[config.mk]
export PLATFORM = sky130hd
export DESIGN_NAME = hazard_controller
export DESIGN_NICKNAME = d
export VERILOG_FILES = /design/src/rtl/hazard_pkg.sv /design/src/rtl/sat_counter.sv /design/src/rtl/hazard_controller.sv
export SDC_FILE = /design/constraint.sdc
export NUM_CORES = 1
export LEC_CHECK = 0
export ABC_AREA = 1
export CORE_MARGIN = 2
export CORE_UTILIZATION = 40
export CTS_CLUSTER_SIZE = 24
export DETAILED_ROUTE_END_ITERATION = 10
export PLACE_DENSITY = 0.69
export SYNTH_ARGS = -nofsm -noshare
export SYNTH_HDL_FRONTEND = slang
export SYNTH_SLANG_ARGS = --single-unit
export TNS_END_PERCENT = 10
[constraint.sdc]
create_clock -name clk -period 5.9 [get_ports clk]
set_clock_uncertainty 0.05 [all_clocks]
set_input_delay 1.77 -clock clk [delete_from_list [all_inputs] [get_ports clk]]
set_output_delay 1.77 -clock clk [all_outputs]
set_load 0.005 [all_outputs]
[src/rtl/hazard_pkg.sv]
// hazard_pkg
// Shared definitions for the pipeline hazard controller: the FSM state
// encoding, the hard-wired zero register index, and the width of the
// load-use bubble counter.
package hazard_pkg;

  typedef enum logic [1:0] {
    RUN      = 2'd0,
    LU_STALL = 2'd1,
    MEM_WAIT = 2'd2,
    ERR      = 2'd3
  } state_t;

  localparam logic [4:0] REG_ZERO = 5'd0;

  // Remaining load-use bubbles; LOAD_LAT is limited to 1..7.
  localparam int unsigned LU_CNT_W = 3;

endpackage

[src/rtl/sat_counter.sv]
// sat_counter
// Up-counter that sticks at all-ones instead of wrapping.
// Ports:
//   clk    rising-edge clock
//   rst_n  asynchronous active-low reset (count -> 0)
//   inc    increment request for this cycle
//   clr    synchronous clear; takes precedence over inc
//   count  current count value
module sat_counter #(
  parameter int unsigned WIDTH = 16
) (
  input  logic             clk,
  input  logic             rst_n,
  input  logic             inc,
  input  logic             clr,
  output logic [WIDTH-1:0] count
);

  logic [WIDTH-1:0] r_count;

  always_ff @(posedge clk or negedge rst_n) begin
    if (!rst_n) begin
      r_count <= '0;
    end else if (clr) begin
      r_count <= '0;
    end else if (inc && (r_count != '1)) begin
      r_count <= r_count + WIDTH'(1'b1);
    end
  end

  assign count = r_count;

endmodule

[src/rtl/hazard_controller.sv]
// hazard_controller
// Stall/flush controller for a 5-stage pipeline. Detects load-use hazards
// between the instruction in ID and a load in EX, holds the back end while
// data memory is busy (with a timeout into a sticky error state), and
// flushes IF-ID on taken branches/jumps.
// Ports:
//   clk, rst_n                      clock, async active-low reset
//   if_id_rs, if_id_rt              ID source registers
//   id_ex_memRead, id_ex_rt         EX load flag and destination register
//   branch_taken, jump              control transfer resolved in ID
//   ex_mem_memAccess, dmem_ready    MEM stage access and completion
//   stall_cnt_clr                   synchronous clear of stall_count
//   pc_write, if_id_write           PC / IF-ID enables
//   if_id_flush, id_ex_bubble       zero IF-ID / inject NOP into ID-EX
//   pipe_hold                       freeze EX-MEM and MEM-WB
//   stall_count                     saturating count of pc_write=0 cycles
//   mem_err                         sticky memory timeout flag
//   state_o                         current FSM state
module hazard_controller
  import hazard_pkg::*;
#(
  parameter int unsigned LOAD_LAT    = 1,
  parameter int unsigned MEM_TIMEOUT = 64,
  parameter int unsigned CNT_W       = 16
) (
  input  logic             clk,
  input  logic             rst_n,
  input  logic [4:0]       if_id_rs,
  input  logic [4:0]       if_id_rt,
  input  logic             id_ex_memRead,
  input  logic [4:0]       id_ex_rt,
  input  logic             branch_taken,
  input  logic             jump,
  input  logic             ex_mem_memAccess,
  input  logic             dmem_ready,
  input  logic             stall_cnt_clr,
  output logic             pc_write,
  output logic             if_id_write,
  output logic             if_id_flush,
  output logic             id_ex_bubble,
  output logic             pipe_hold,
  output logic [CNT_W-1:0] stall_count,
  output logic             mem_err,
  output logic [1:0]       state_o
);

  // Wait counter only needs to reach MEM_TIMEOUT-1.
  localparam int unsigned WAIT_W = (MEM_TIMEOUT < 2) ? 1 : $clog2(MEM_TIMEOUT);
  localparam logic [WAIT_W-1:0]   WAIT_LAST = WAIT_W'(MEM_TIMEOUT - 1);
  localparam logic [LU_CNT_W-1:0] LU_INIT   = LU_CNT_W'(LOAD_LAT - 1);

  state_t              r_state,    w_state_nxt;
  logic [LU_CNT_W-1:0] r_lu_cnt,   w_lu_cnt_nxt;
  logic [WAIT_W-1:0]   r_wait_cnt, w_wait_cnt_nxt;
  logic                r_mem_err,  w_mem_err_nxt;

  logic w_load_use;
  logic w_mem_busy;
  logic w_cf;

  assign w_load_use = id_ex_memRead && (id_ex_rt != REG_ZERO) &&
                      ((id_ex_rt == if_id_rs) || (id_ex_rt == if_id_rt));
  assign w_mem_busy = ex_mem_memAccess && !dmem_ready;
  assign w_cf       = branch_taken || jump;

  // State register
  always_ff @(posedge clk or negedge rst_n) begin
    if (!rst_n) begin
      r_state    <= RUN;
      r_lu_cnt   <= '0;
      r_wait_cnt <= '0;
      r_mem_err  <= 1'b0;
    end else begin
      r_state    <= w_state_nxt;
      r_lu_cnt   <= w_lu_cnt_nxt;
      r_wait_cnt <= w_wait_cnt_nxt;
      r_mem_err  <= w_mem_err_nxt;
    end
  end

  // Next-state logic. r_lu_cnt is left untouched while in MEM_WAIT so an
  // interrupted load-use stall resumes with the bubbles it still owed.
  always_comb begin
    w_state_nxt    = r_state;
    w_lu_cnt_nxt   = r_lu_cnt;
    w_wait_cnt_nxt = '0;
    w_mem_err_nxt  = r_mem_err;
    unique case (r_state)
      RUN: begin
        if (w_mem_busy) begin
          w_state_nxt = MEM_WAIT;
        end else if (w_load_use && (LOAD_LAT > 1)) begin
          w_state_nxt  = LU_STALL;
          w_lu_cnt_nxt = LU_INIT;
        end
      end
      LU_STALL: begin
        if (w_mem_busy) begin
          w_state_nxt = MEM_WAIT;
        end else if (r_lu_cnt <= LU_CNT_W'(1)) begin
          w_state_nxt  = RUN;
          w_lu_cnt_nxt = '0;
        end else begin
          w_lu_cnt_nxt = r_lu_cnt - LU_CNT_W'(1);
        end
      end
      MEM_WAIT: begin
        if (w_mem_busy) begin
          if (r_wait_cnt == WAIT_LAST) begin
            w_state_nxt   = ERR;
            w_mem_err_nxt = 1'b1;
            w_lu_cnt_nxt  = '0;
          end else begin
            w_wait_cnt_nxt = r_wait_cnt + WAIT_W'(1);
          end
        end else begin
          w_state_nxt = (r_lu_cnt != '0) ? LU_STALL : RUN;
        end
      end
      ERR: begin
        w_state_nxt = ERR;
      end
      default: begin
        w_state_nxt = RUN;
      end
    endcase
  end

  // Output logic: combinational from registered state and current inputs.
  always_comb begin
    pc_write     = 1'b0;
    if_id_write  = 1'b0;
    if_id_flush  = 1'b0;
    id_ex_bubble = 1'b0;
    pipe_hold    = 1'b0;
    if (rst_n) begin
      unique case (r_state)
        RUN: begin
          if (w_mem_busy) begin
            pipe_hold = 1'b1;
          end else if (w_load_use) begin
            id_ex_bubble = 1'b1;
          end else begin
            pc_write    = 1'b1;
            if_id_write = 1'b1;
            if_id_flush = w_cf;
          end
        end
        LU_STALL: begin
          if (w_mem_busy) begin
            pipe_hold = 1'b1;
          end else begin
            id_ex_bubble = 1'b1;
          end
        end
        MEM_WAIT: begin
          if (w_mem_busy) begin
            pipe_hold = 1'b1;
          end else begin
            pc_write    = 1'b1;
            if_id_write = 1'b1;
          end
        end
        ERR: begin
          pipe_hold    = 1'b1;
          id_ex_bubble = 1'b1;
        end
        default: begin
          pipe_hold = 1'b1;
        end
      endcase
    end
  end

  sat_counter #(
    .WIDTH (CNT_W)
  ) u_stall_cnt (
    .clk   (clk),
    .rst_n (rst_n),
    .inc   (!pc_write),
    .clr   (stall_cnt_clr),
    .count (stall_count)
  );

  assign mem_err = r_mem_err;
  assign state_o = r_state;

endmodule

==> impl_metrics.toml, run 1 <==
[route]
drc = 0
drt-initial-drc-count = 61
avgViaCountPerCell = 5.03
num_vias = 1872
finalWirelength_mm = 4.41
drtPass1Iterations = 4
detail_route.wl_per_cell_um = 11.9
ant_nets = 0

[floorplanning]
ioPinCount = 47
die-area_um2 = 5430
rows = 25
initial_core_util = 0.414
die_height_um = 73.7
fp.coreArea_um2 = 4690
fp.dieW_um = 73.7

[sta]
rsz0062_at_grt = "false"
finalWorstSetupSlack_ns = 0.590
worstMarginPinSlew_ns = 0.926
setup-tns-final_ns = 0
relSlewSlack = 0.382
setup_viol = 0
fmax_mhz = 188
drv_slew = 0
min_period_ns = 5.31
hold_viol = 0
period_share = 0.900

[power]
ir_worst_vdd_uv = 115
p_int_uw = 370
switchingPower_uw = 157
switching_share = 0.298
p_seq_frac = 0.427
p_leak_uw = 0.00136
clock_power_share = 0.293
finalPower_uw = 528
cellPowerDensity_nw_per_um2 = 210
power_frac_comb = 0.280

[logic_synthesis]
synth_common_cells = "nand2_1 (65), inv_1 (44), nand3_1 (30)"
yosys.area.top_type = "dfrtp_1"
dominantRegCellSynth = "dfrtp_1"
synth-edff-count = 0
synth.distinct_cells = 32
async_flop_share = 1.00
yosys-top-cells-area = "dfrtp_1 (36%), nand2_1 (13%), inv_1 (8.5%)"
syn_avg_cell_area_um2 = 7.12
syn_inst = 273
syn-num-nets = 301
yosys_warnings = 0
ys_seq_area_frac = 0.361
ys_ff_latch = 28
synth.most_common_cell = "nand2_1"
yosysTopAreaCellShare = 0.361
netlist_area_um2 = 1940

[global_route]
grt-ovfl-total = 0
antenna_found_initial = 0
grt_pass1_wl_mm = 7.65
grt_pass1_vias = 1799
track_usage = 0.176
grt_max_degree = 33

[finish]
utilization = 0.537
regArea_um2 = 701
area_growth_pct = 29.6
num-nets-final = 347
antennaDiodeCount = 0
nFillCells = 489
drive_gt1_frac = 0.0566
multi_input_area_um2 = 1010

[status]
status = "finished clean"

[clocking]
clock_sinks = 28
cts_resized = 0
clock_latency_ns = 0.28
cts_htree_levels = 1
clk_path_buf_depth = 2
clkTransAtPathRegs_ns = 0.10
clockRootBuffer = "clkbuf_8"
cts-hold-fix-buffers = 0
post-cts-setup-buffers = 0
cts_tree = "done"
cts_buffers = 3

[setup_path]
crit_arrival_ns = 3.49
timing.rr.end = "u_stall_cnt.count[13]"
path_max_fanout = 4
timing.rr.start = "u_stall_cnt.count[0]"
worstSetupStartpoint = "id_ex_rt[4]"
r2r_setup_slack_ns = 3.85
critPathKind = "in -> out"
cp_data_required_time_ns = 4.08
r2r_cells = 9
cp-start-kind = "input pin"
endpoint_kind = "primary output"
cp-endpoint = "id_ex_bubble"

[job]
cap_violations = 0

[placed_design]
dp_hpwl_mm = 3.32
place_ws_ns = 0.599
io_buffer_count = 46
place.gp.congestion = 0.841

[worst_hold_path]
hp-class = "reg -> reg"
hold_depth = 1
[worst max-delay path: stages]
cell	delay, ns
clkdlybuf4s50_1	0.51
inv_1	0.07
nand2_1	0.05
nand2_1	0.05
nor2_1	0.09
nand3_1	0.07
nand2_1	0.11
nand4_1	0.08
a31oi_1	0.15
clkdlybuf4s50_1	0.52
[routing by layer]
metal | GRT usage | up-vias | wire length, µm | share of wire
li1 | - | 965 | - | -
met1 | 0.209 | 859 | 1960 | 0.44
met2 | 0.310 | 42 | 2240 | 0.51
met3 | 0.0233 | 6 | 147 | 0.033
met4 | 0.0869 | 0 | 61 | 0.014
met5 | 0 | - | 0 | 0
[through the flow]
step	hold slack [ns]	area [µm²]	cells
final	0.420	2520	372
after global routing	0.458	2520	372
after CTS	0.426	2520	372
after detailed placement	0.411	2450	368
after global placement	0.401	2450	368
after floorplan	0.383	1940	273
[worst min path at each step]
| stage | start | to | slack (ns) |
|---|---|---|---|
| after floorplan | r_wait_cnt[0] | r_wait_cnt[0] | 0.38 |
| after global placement | mem_err | mem_err | 0.40 |
| after detailed placement | mem_err | mem_err | 0.41 |
| after CTS | r_wait_cnt[0] | r_wait_cnt[0] | 0.43 |
| after global routing | r_wait_cnt[0] | r_wait_cnt[0] | 0.46 |
| final | r_wait_cnt[0] | r_wait_cnt[0] | 0.42 |
[power groups by stage]
| stage | Clock [µW] | Combinational [µW] | Sequential [µW] |
|---|---|---|---|
| after CTS | 159 | 150 | 226 |
| after detailed placement | 0 | 149 | 229 |
| after floorplan | 0 | 86.6 | 226 |
| after global routing | 164 | 170 | 229 |
| final | 154 | 148 | 225 |
| after global placement | 0 | 145 | 228 |
[flip-flops by register name, indices dropped and copies added (netlist names)]
signal,flops
mem_err,1
r_lu_cnt,3
r_wait_cnt,6
state_o,2
u_stall_cnt.count,16
[layout make-up]
cell class | instances | area share
Inverter | 50 | 0.0746
Timing Repair Buffer | 48 | 0.189
Multi-Input combinational cell | 188 | 0.403
Sequential cell | 28 | 0.278
Clock inverter | 1 | 0.0119
Tap cell | 54 | 0.0268
Clock buffer | 3 | 0.0164
[cells in the final DEF (no fill, tap or decap), drive strengths merged, types with 2 or more instances in the layout]
cell type and instances:
nor3b 2, nand2 67, a21oi 5, nor2 25, nor3 5, o22ai 2
xnor2 4, o21ai 5, inv 49, clkdlybuf4s50 46, dfrtp 28, nand3 31
nand4 21, buf 2, xor2 12, ha 5, clkbuf 3
[logic make-up (layout without fill, tap and decap cells)]
family	Yosys count	count (layout)	synth area share
adders and majority gates	5	5	0.0322
and+or+nand+nor	151	151	0.371
buffers and inverters	57	102	0.117
AOI/OAI and AO/OA	16	16	0.0470
xor gates and xnor gates	16	16	0.0721
DFF	28	28	0.361
No activity file was read; power rests on OpenSTA's default activity.
==> run 2, diff against run 1 <==
- CORE_MARGIN: 2 -> default
==> impl_metrics.toml, run 2 (same netlist as run 1, synthesis figures left out) <==
[clocking]
cts_resized = 0
clk_path_buf_depth = 2
cts_tree = "done"
clockRootBuffer = "clkbuf_8"
cts-hold-fix-buffers = 0
clock_sinks = 28
clock_latency_ns = 0.28
cts_htree_levels = 1
clkTransAtPathRegs_ns = 0.09
cts_buffers = 3
post-cts-setup-buffers = 0

[sta]
period_share = 0.905
hold_viol = 0
min_period_ns = 5.34
worstMarginPinSlew_ns = 0.924
relSlewSlack = 0.383
finalWorstSetupSlack_ns = 0.563
setup-tns-final_ns = 0
fmax_mhz = 187
drv_slew = 0
setup_viol = 0
rsz0062_at_grt = "false"

[route]
dr.max_layer_used = "met4"
drtPass1Iterations = 6
finalWirelength_mm = 4.25
drt-met1-wl_mm = 2.10
drc = 0
wl_met2_mm = 1.96
ant_nets = 0
num_vias = 1837
met3_length_um = 160
drt-initial-drc-count = 93
avgViaCountPerCell = 4.96
detail_route.wl_per_cell_um = 11.5

[finish]
antennaDiodeCount = 0
area_growth_pct = 28.6
num-nets-final = 347
drive_gt1_frac = 0.0566
final_common_cell = "nand2_1"
largest_reg_flops = 16
final_cell_mix = "nand2_1 (65), clkdlybuf4s50_1 (46), inv_1 (44)"

[power]
ir_worst_vdd_uv = 104
switching_share = 0.313
switchingPower_uw = 155
p_seq_frac = 0.456
cellPowerDensity_nw_per_um2 = 197
clock_power_share = 0.246
p_leak_uw = 0.00136
p_int_uw = 339
power_frac_comb = 0.298

[floorplanning]
fp.dieW_um = 71.7
initial_core_util = 0.431
die_height_um = 71.7
rows = 24
die-area_um2 = 5140
ioPinCount = 47
fp.coreArea_um2 = 4500

[job]
cap_violations = 0

[status]
status = "finished clean"

[worst_hold_path]
hp-class = "reg -> reg"

[placed_design]
place.gp.congestion = 0.856
io_buffer_count = 46
dp_hpwl_mm = 3.28
place_ws_ns = 0.553

[setup_path]
cp_data_required_time_ns = 4.08
crit_arrival_ns = 3.52
path_max_fanout = 4
critPathKind = "in -> out"
cp-start-kind = "input pin"
endpoint_kind = "primary output"

[global_route]
grt_max_degree = 33
grt_pass1_vias = 1708
track_usage = 0.181
grt-ovfl-total = 0
antenna_found_initial = 0
grt_pass1_wl_mm = 7.51
-- run 2: cell count changes in the layout (fill, tap and decap cells not counted), sizes merged --
cell,before,now
bufinv,1,0
clkbuf,3,4
-- run 2: layout make-up --
type	count	area (µm²)
inverter	50	188
clock buffer	4	55.1
tap	52	65.1
sequential	28	701
timing repair buffer	48	475
multi-input combinational	188	1010
fill	440	2010
-- run 2: final timing paths --
check,startpoint,endpoint,slack [ns],depth (start not counted)
max,id_ex_rt[4],id_ex_bubble,0.56,10
min,r_wait_cnt[0],r_wait_cnt[0],0.42,1
max reg2reg,u_stall_cnt.count[0],u_stall_cnt.count[2],3.85,9
min reg2reg,r_wait_cnt[0],r_wait_cnt[0],0.42,1
max in group asynchronous,rst_n,u_stall_cnt.count[2],3.59,2
min in group asynchronous,rst_n,state_o[1],1.63,1
-- run 2: power groups by stage --
stage	Sequential (µW)	Combinational (µW)	Clock, µW
3_3_place_gp	228	145	0
5_1_grt	228	167	132
6_report	225	147	121
2_1_floorplan	226	86.6	0
3_5_place_dp	228	148	0
4_1_cts	225	149	124
-- run 2: per-layer routing --
layer  track usage  vias to the layer above
li1              -                      964
met1         0.234                      833
met2         0.309                       38
met3        0.0267                        2
met4        0.0588                        0
met5             0                        -
-- run 2: critical path, stage by stage --
cell	delay (ns)
clkdlybuf4s50_1	0.52
inv_1	0.07
nand2_1	0.06
nand2_1	0.05
nor2_1	0.10
nand3_1	0.07
nand2_1	0.11
nand4_1	0.08
a31oi_1	0.15
clkdlybuf4s50_1	0.52
-- run 2: through the flow --
stage	hold WS, ns	cells	total power (µW)	instance area [µm²]	util
after floorplan	0.383	273	312	1940	-
after global placement	0.404	366	374	2440	0.543
after detailed placement	0.413	366	377	2440	0.543
after CTS	0.431	370	498	2500	0.555
after global routing	0.455	370	526	2500	0.555
final	0.424	370	493	2500	0.555
